--- src/rtl/pulse_shaper_array.sv ---
// Multi-channel pulse shaper: sync + edge detect, fixed-width pulse, dead time, accept/reject counters.
// Latency: input first sampled high at edge E0 -> pulse/busy high from edge E(SYNC_STAGES).
// Backpressure: none; edges arriving while a channel is busy are counted as rejects and otherwise dropped.
module pulse_shaper_array #(
    parameter int N_CH        = 4,
    parameter int CNT_W       = 8,
    parameter int SYNC_STAGES = 2,
    parameter int EVT_W       = 32
) (
    input  logic                    clk,
    input  logic                    rst,
    input  logic [N_CH-1:0]         channel,
    input  logic [N_CH-1:0]         enable,
    input  logic [CNT_W-1:0]        pulse_width,
    input  logic [CNT_W-1:0]        dead_time,
    input  logic                    paralyzable,
    input  logic                    cnt_clear,
    output logic [N_CH-1:0]         pulse,
    output logic [N_CH-1:0]         busy,
    output logic [N_CH*EVT_W-1:0]   accept_cnt,
    output logic [N_CH*EVT_W-1:0]   reject_cnt
);

    typedef enum logic [1:0] {
        IDLE  = 2'd0,
        PULSE = 2'd1,
        DEAD  = 2'd2
    } state_t;

    localparam logic [CNT_W-1:0] CNT_ONE = {{(CNT_W-1){1'b0}}, 1'b1};
    localparam logic [EVT_W-1:0] EVT_ONE = {{(EVT_W-1){1'b0}}, 1'b1};

    // Effective timing shared by all channels: width at least 1, dead window never shorter than the pulse.
    logic [CNT_W-1:0] pw_eff;
    logic [CNT_W-1:0] dt_eff;

    assign pw_eff = (pulse_width == '0) ? CNT_ONE : pulse_width;
    assign dt_eff = (dead_time < pw_eff) ? pw_eff : dead_time;

    for (genvar i = 0; i < N_CH; i++) begin : g_ch
        logic [SYNC_STAGES-1:0] sync_q;
        logic                   hist_q;
        logic                   edge_det;
        logic                   hit;
        logic                   restart;

        state_t                 state_q, state_d;
        logic [CNT_W-1:0]       pw_cnt_q, pw_cnt_d;
        logic [CNT_W-1:0]       dt_cnt_q, dt_cnt_d;
        logic [CNT_W-1:0]       pw_lat_q, pw_lat_d;
        logic [CNT_W-1:0]       dt_lat_q, dt_lat_d;
        logic                   par_lat_q, par_lat_d;
        logic                   pulse_q, pulse_d;
        logic                   busy_q, busy_d;
        logic                   acc_inc;
        logic                   rej_inc;
        logic [EVT_W-1:0]       acc_q, acc_d;
        logic [EVT_W-1:0]       rej_q, rej_d;

        // Synchroniser chain plus one-cycle history of the synchronised level for rising-edge detect.
        always_ff @(posedge clk) begin
            if (rst) begin
                sync_q <= '0;
                hist_q <= 1'b0;
            end else begin
                sync_q <= {sync_q[SYNC_STAGES-2:0], channel[i]};
                hist_q <= sync_q[SYNC_STAGES-1];
            end
        end

        assign edge_det = sync_q[SYNC_STAGES-1] & ~hist_q;
        assign hit      = edge_det & enable[i];
        assign restart  = hit & par_lat_q;

        // Next-state logic: dt_cnt counts cycles since the (possibly restarted) window start, pw_cnt since pulse rise.
        always_comb begin
            state_d   = state_q;
            pw_cnt_d  = pw_cnt_q;
            dt_cnt_d  = dt_cnt_q;
            pw_lat_d  = pw_lat_q;
            dt_lat_d  = dt_lat_q;
            par_lat_d = par_lat_q;
            acc_inc   = 1'b0;
            rej_inc   = 1'b0;
            case (state_q)
                IDLE: begin
                    if (hit) begin
                        state_d   = PULSE;
                        pw_cnt_d  = CNT_ONE;
                        dt_cnt_d  = CNT_ONE;
                        pw_lat_d  = pw_eff;
                        dt_lat_d  = dt_eff;
                        par_lat_d = paralyzable;
                        acc_inc   = 1'b1;
                    end
                end
                PULSE, DEAD: begin
                    rej_inc = hit;
                    if (!restart && (dt_cnt_q == dt_lat_q)) begin
                        state_d = IDLE;
                    end else begin
                        dt_cnt_d = restart ? CNT_ONE : (dt_cnt_q + CNT_ONE);
                        if (state_q == PULSE) begin
                            if (pw_cnt_q == pw_lat_q) begin
                                state_d = DEAD;
                            end else begin
                                pw_cnt_d = pw_cnt_q + CNT_ONE;
                            end
                        end
                    end
                end
                default: state_d = IDLE;
            endcase
            pulse_d = (state_d == PULSE);
            busy_d  = (state_d != IDLE);
        end

        // FSM, timers, latched parameters and registered outputs.
        always_ff @(posedge clk) begin
            if (rst) begin
                state_q   <= IDLE;
                pw_cnt_q  <= '0;
                dt_cnt_q  <= '0;
                pw_lat_q  <= '0;
                dt_lat_q  <= '0;
                par_lat_q <= 1'b0;
                pulse_q   <= 1'b0;
                busy_q    <= 1'b0;
            end else begin
                state_q   <= state_d;
                pw_cnt_q  <= pw_cnt_d;
                dt_cnt_q  <= dt_cnt_d;
                pw_lat_q  <= pw_lat_d;
                dt_lat_q  <= dt_lat_d;
                par_lat_q <= par_lat_d;
                pulse_q   <= pulse_d;
                busy_q    <= busy_d;
            end
        end

        // Saturating event counters; a clear in the same cycle as an event discards the event.
        always_comb begin
            acc_d = acc_q;
            rej_d = rej_q;
            if (cnt_clear) begin
                acc_d = '0;
                rej_d = '0;
            end else begin
                if (acc_inc && (acc_q != {EVT_W{1'b1}})) acc_d = acc_q + EVT_ONE;
                if (rej_inc && (rej_q != {EVT_W{1'b1}})) rej_d = rej_q + EVT_ONE;
            end
        end

        // Counter registers.
        always_ff @(posedge clk) begin
            if (rst) begin
                acc_q <= '0;
                rej_q <= '0;
            end else begin
                acc_q <= acc_d;
                rej_q <= rej_d;
            end
        end

        assign pulse[i]                     = pulse_q;
        assign busy[i]                      = busy_q;
        assign accept_cnt[i*EVT_W +: EVT_W] = acc_q;
        assign reject_cnt[i*EVT_W +: EVT_W] = rej_q;
    end

endmodule

--- config.mk ---
export PLATFORM = sky130hd
export DESIGN_NAME = pulse_shaper_array
export DESIGN_NICKNAME = d
export VERILOG_FILES = /design/src/rtl/pulse_shaper_array.sv
export SDC_FILE = /design/constraint.sdc
export NUM_CORES = 1
export LEC_CHECK = 0
export ABC_AREA = 1
export CAP_MARGIN = 5
export CORE_AREA = 2 2 203 205
export CTS_CLUSTER_DIAMETER = 120
export DETAILED_ROUTE_END_ITERATION = 10
export DIE_AREA = 0 0 205 207
export PLACE_DENSITY = 0.8
export SYNTH_ARGS = -nofsm -noshare
export SYNTH_HDL_FRONTEND = slang
export SYNTH_SLANG_ARGS = --single-unit
export TNS_END_PERCENT = 50
--- constraint.sdc ---
create_clock -name clk -period 2.3 [get_ports clk]
set_input_delay 0.23 -clock clk [delete_from_list [all_inputs] [get_ports clk]]
set_output_delay 0.23 -clock clk [all_outputs]
set_load 0.03 [all_outputs]
Word level (Yosys, flattened, before mapping)
Index checks and enable logic that the tools add are counted.
{"block": "totals", "reg_bits": 416, "out_inout_bits": 264, "inputBits": 28, "wordCells": 237}
{"block": "op_classes", "add_sub_neg": 16, "magnitude_cmp": 1, "n_reduce_logical": 46, "muxes": 66, "bitwise": 16, "n_eq_ne": 44}
{"operator": "$add A32 B1 Y32 const B", "count": 8}
{"operator": "$ne A32 B32 Y1 const B", "count": 8}
{"operator": "$mux W8", "count": 26}
{"operator": "$pmux W8 S2", "count": 8}
{"operator": "$add A8 B1 Y8 const B", "count": 8}
{"operator": "$eq A8 B8 Y1", "count": 8}
{"operator": "$mux W2", "count": 16}
{"operator": "$ne A2 B2 Y1 const B", "count": 16}
{"operator": "$reduce_and A5 Y1", "count": 4}
{"operator": "$eq A2 B1 Y1 const B", "count": 8}
{"operator": "$pmux W2 S2", "count": 4}
{"operator": "$reduce_bool A2 Y1", "count": 8}
{"operator": "$and A1 B1 Y1", "count": 12}
{"operator": "$logic_and A1 B1 Y1", "count": 12}
{"operator": "$mux W1", "count": 12}
{"operator": "$reduce_and A3 Y1", "count": 4}
{"operator": "$reduce_or A2 Y1", "count": 5}
{"operator": "$eq A2 B2 Y1 const B", "count": 4}
{"operator": "$logic_not A2 Y1", "count": 4}
{"operator": "$logic_not A8 Y1", "count": 1}
{"operator": "$lt A8 B8 Y1", "count": 1}
{"operator": "$reduce_and A2 Y1", "count": 4}
{"operator": "$logic_not A1 Y1", "count": 4}
{"operator": "$not A1 Y1", "count": 4}

Longest topological paths before layout
{"block": "logic_depth", "ltp_word": 9, "mapped_depth": 15, "ltp_nobuf": 15}

Worst setup path before layout
OpenSTA, ideal clock, no wires.
{"block": "synth_timing", "path_kind": "reg2reg", "startpoint": "reg g_ch[2].acc_q[0]", "endpoint": "reg g_ch[2].acc_q[0]", "setup_time_ns": 0.134, "slack_ns": 0.170, "t_required_ns": 2.166, "synth_period_minus_slack_ns": 2.130, "stages_incl_launch_ff": 12, "t_arrival_ns": 1.996, "path_buffers": 1, "path_cell_list": "dfxtp_1 -> ha_1 -> inv_1 -> nor4_4 -> nand2_2 -> nor2_4 -> nand2_2 -> nand2_4 -> inv_2 -> buf_6 -> o21ai_2 -> a21oi_2"}
{"block": "synth_between", "elab_chain_cells": 2, "word_cells_on_any_way": 3, "cone_classes": "add/sub (1); eq/ne (1); reduce/logical (1)"}
{"element": "from (decl)", "line_no": "57", "source": "logic [EVT_W-1:0] acc_q, acc_d;"}
{"element": "from (signal assigned)", "line_no": "157", "source": "acc_q <= '0;"}
{"element": "from (signal assigned)", "line_no": "160", "source": "acc_q <= acc_d;"}
{"element": "parallel branches: the longest is 2 deep, another holds $add A32 B1 Y32"}
Parallel ways; which one is timed is not known.
A chain may end at the register's enable or synchronous reset.

Worst setup path in the final report
{"block": "layout_timing", "startpoint": "reg g_ch[2].state_q[1]", "endpoint": "reg g_ch[2].rej_q[17]"}
{"block": "layout_between", "elab_chain_cells": 4, "word_cells_on_any_way": 5, "cone_classes": "eq/ne (2); mux (1); reduce/logical (2)"}
{"element": "from (decl)", "line_no": "47", "source": "state_t state_q, state_d;"}
{"element": "from (signal assigned)", "line_no": "130", "source": "state_q <= state_d;"}
{"element": "$eq A2 B1 Y1 / $eq A2 B2 Y1 (equally long branches)", "line_no": "85", "source": "case (state_q)"}
{"element": "$reduce_or A2 Y1 *", "line_no": "85"}
{"element": "$mux W1 *", "line_no": "85"}
{"element": "$logic_and A1 B1 Y1 *", "line_no": "150", "source": "if (rej_inc && (rej_q != {EVT_W{1'b1}})) rej_d = rej_q + EVT_ONE;"}
{"element": "to (signal assigned)", "line_no": "161", "source": "rej_q <= rej_d;"}
{"element": "to (decl)", "line_no": "58", "source": "logic [EVT_W-1:0] rej_q, rej_d;"}
Every way passes the cells marked *; elsewhere a longest branch is shown, timed or not.

==> reports/metrics.cfg <==
[place]
dp_hpwl_um=49200
place_inst=4143
io_buffers=291
gp_congestion=0.962
dpl-instance-area_mm2=0.0262

[run]
max_cap_viol_count=0

[layout]
final_area_mm2=0.0278
drive_gt1_share_pct=6.95
area.growth.synth_to_final_pct=24.4
fin_nets=3727
fin_cells=4231

[setup_path]
required_ns=2.75
regToRegSetupSlack_ns=0.09
path_max_fanout=15
endpoint_kind=flip-flop
path_class=reg2reg
cp.arrival_ns=2.65
cp-start-kind=flip-flop

[clock_network]
cts_tree=done
path_clk_slew_ns=0.06
clk_latency_ns=0.59
post_cts_buffers=0
hold_buffers=0
clock_path_buffers=3
cts_sinks=416
cts-htree-levels=2
numCtsBuffers=47
root_buffer=clkbuf_16
cts_resized=0

[global_routing]
grt_max_degree=93
track_usage_pct=30.2
antenna_found_initial=2
grt_pass1_wl_um=107000
grt_pass1_vias=21500
grt_overflow=0

[yosys]
syn_area_mm2=0.0224
synth_area_leaders=dfxtp_1 (37%), nand2_1 (12%), inv_1 (7.0%)
synth_top_area_share_pct=37.2
synth_top_cell_by_area=dfxtp_1
ys_types=50
synth_seq_area_share_pct=37.2
yosysMostFrequentCell=nand2_1
avgSynthCellArea_um2=6.72
ys_ff_latch=416
ys_warn_count=0
synth_commonest_cells=nand2_1 (726), inv_1 (419), dfxtp_1 (416)
netlist_instances=3330
synthFlopType=dfxtp_1
synth_edf_count=0
synth_fp_nets=3397
ys_async_sr_fraction_pct=0

[route]
vias=23300
drtPass1Iterations=5
drtAntennaViolNets=0
viasPerCell=5.50
wl_per_cell_um=15.6
drt-total-wl_um=66000
drt_iter0_drc=1788
drc_errors=0

[sta]
relSlewSlack_pct=48.6
worstMarginPinSlew_ns=0.770
rsz0062_at_grt=true
fmax_mhz=453
fin_crit_sh_pct=95.9
fin_worst_skew_ns=0.0217
hold_ws_ns=0.155
tns_ns=0
period_needed_ns=2.21
hold_viol=0
slew_viol_final=0
setup_viol=0

[power_and_ir_drop]
fin_total_pwr_mw=15.8
p_leak_nw=10.0
p_per_area_mw_per_mm2=567
vdd_drop_max_mv=0.548

[floorplanning]
start_util_pct=55.4
num_rows=74
core_mm2=0.0404
io_pins=292
design.die.area_mm2=0.0424
die_x_um=205
fp.dieH_um=207

[worst_hold_path]
holdCritPathClass=in2reg

[run_status]
status=completed

[kinds of logic (layout without fill, tap and decap cells)]
logic type,Yosys count,after routing,synth area share (%)
flip-flops,416,416,37.2
AND/OR/NAND/NOR,1697,1697,33.7
adder cells (fa/ha/maj),39,39,2.18
XOR/XNOR,136,136,5.32
other,0,2,0
AO/OA/AOI/OAI,509,509,12.1
buffers and inverters,533,900,9.48
[layout make-up]
cell class	instances	area [µm²]
fill	3471	12500
multi-input combinational	2381	12000
sequential	416	8330
timing repair buffer	383	3660
inverter	431	1620
clock buffer	68	1390
tap	532	666
clock inverter	18	188
antenna	2	5.00
[where the power goes]
| part | total, mW | switching, mW | leakage [nW] | internal, mW |
|---|---|---|---|---|
| sequential | 7.33 | 0.0549 | 3.36 | 7.28 |
| clock | 7.64 | 3.11 | 0.775 | 4.52 |
| combinational | 0.817 | 0.537 | 5.88 | 0.280 |
[layout by cell type (no fill, tap or decap), types with 86 or more instances in the layout]
| cell type | synthesis | final |
|---|---|---|
| nand2_1 | 726 | 724 |
| inv_1 | 419 | 418 |
| dfxtp_1 | 416 | 416 |
| nor2_1 | 388 | 380 |
| clkdlybuf4s50_1 | 0 | 290 |
| a21oi_1 | 276 | 275 |
| nand3_1 | 199 | 197 |
| o21ai_0 | 162 | 162 |
| nor3_1 | 152 | 151 |
| nand4_1 | 103 | 103 |
| buf_4 | 9 | 86 |
[sequential cells by signal, summed over array words and instances (netlist names)]
register,flops
g_ch.acc_q,128
g_ch.busy_q,4
g_ch.dt_cnt_q,32
g_ch.dt_lat_q,32
g_ch.hist_q,4
g_ch.par_lat_q,4
g_ch.pulse_q,4
g_ch.pw_cnt_q,32
g_ch.pw_lat_q,32
g_ch.rej_q,128
g_ch.state_q,8
g_ch.sync_q,8
[final timing paths]
kind                            startpoint  cells after the start                              to
min                             channel[0]                      3    g_ch[0].sync_q[0]$_SDFF_PP0_
max reg2reg  g_ch[2].state_q[1]$_SDFF_PP0_                     10  g_ch[2].rej_q[17]$_SDFFE_PP0P_
min reg2reg   g_ch[3].sync_q[0]$_SDFF_PP0_                      2    g_ch[3].sync_q[1]$_SDFF_PP0_
max          g_ch[2].state_q[1]$_SDFF_PP0_                     10  g_ch[2].rej_q[17]$_SDFFE_PP0P_
[metal layers]
layer	vias up	wire, µm	global-route usage [%]
met1	10700	28200	39.8
li1	11500	-	-
met4	0	2410	11.6
met2	887	30600	49.9
met5	-	0	0
met3	149	4780	4.22
[worst max-delay path: stages (launching register included)]
cell     delay [ns]
dfxtp_1        0.40
inv_1          0.10
ha_1           0.31
inv_1          0.06
nor2_1         0.29
nand2_2        0.20
inv_1          0.12
buf_4          0.21
nand2_1        0.11
nor3_1         0.18
nor3_1         0.08
[per-stage QoR]
stage          setup WS (ns)  util (%)
2_1_floorplan          0.170         -
3_3_place_gp          0.0482      64.9
3_5_place_dp          0.0150      64.9
4_1_cts               0.0277      68.8
5_1_grt              -0.0551      69.0
6_report              0.0948      69.0
(Power assumes the default switching activity.)
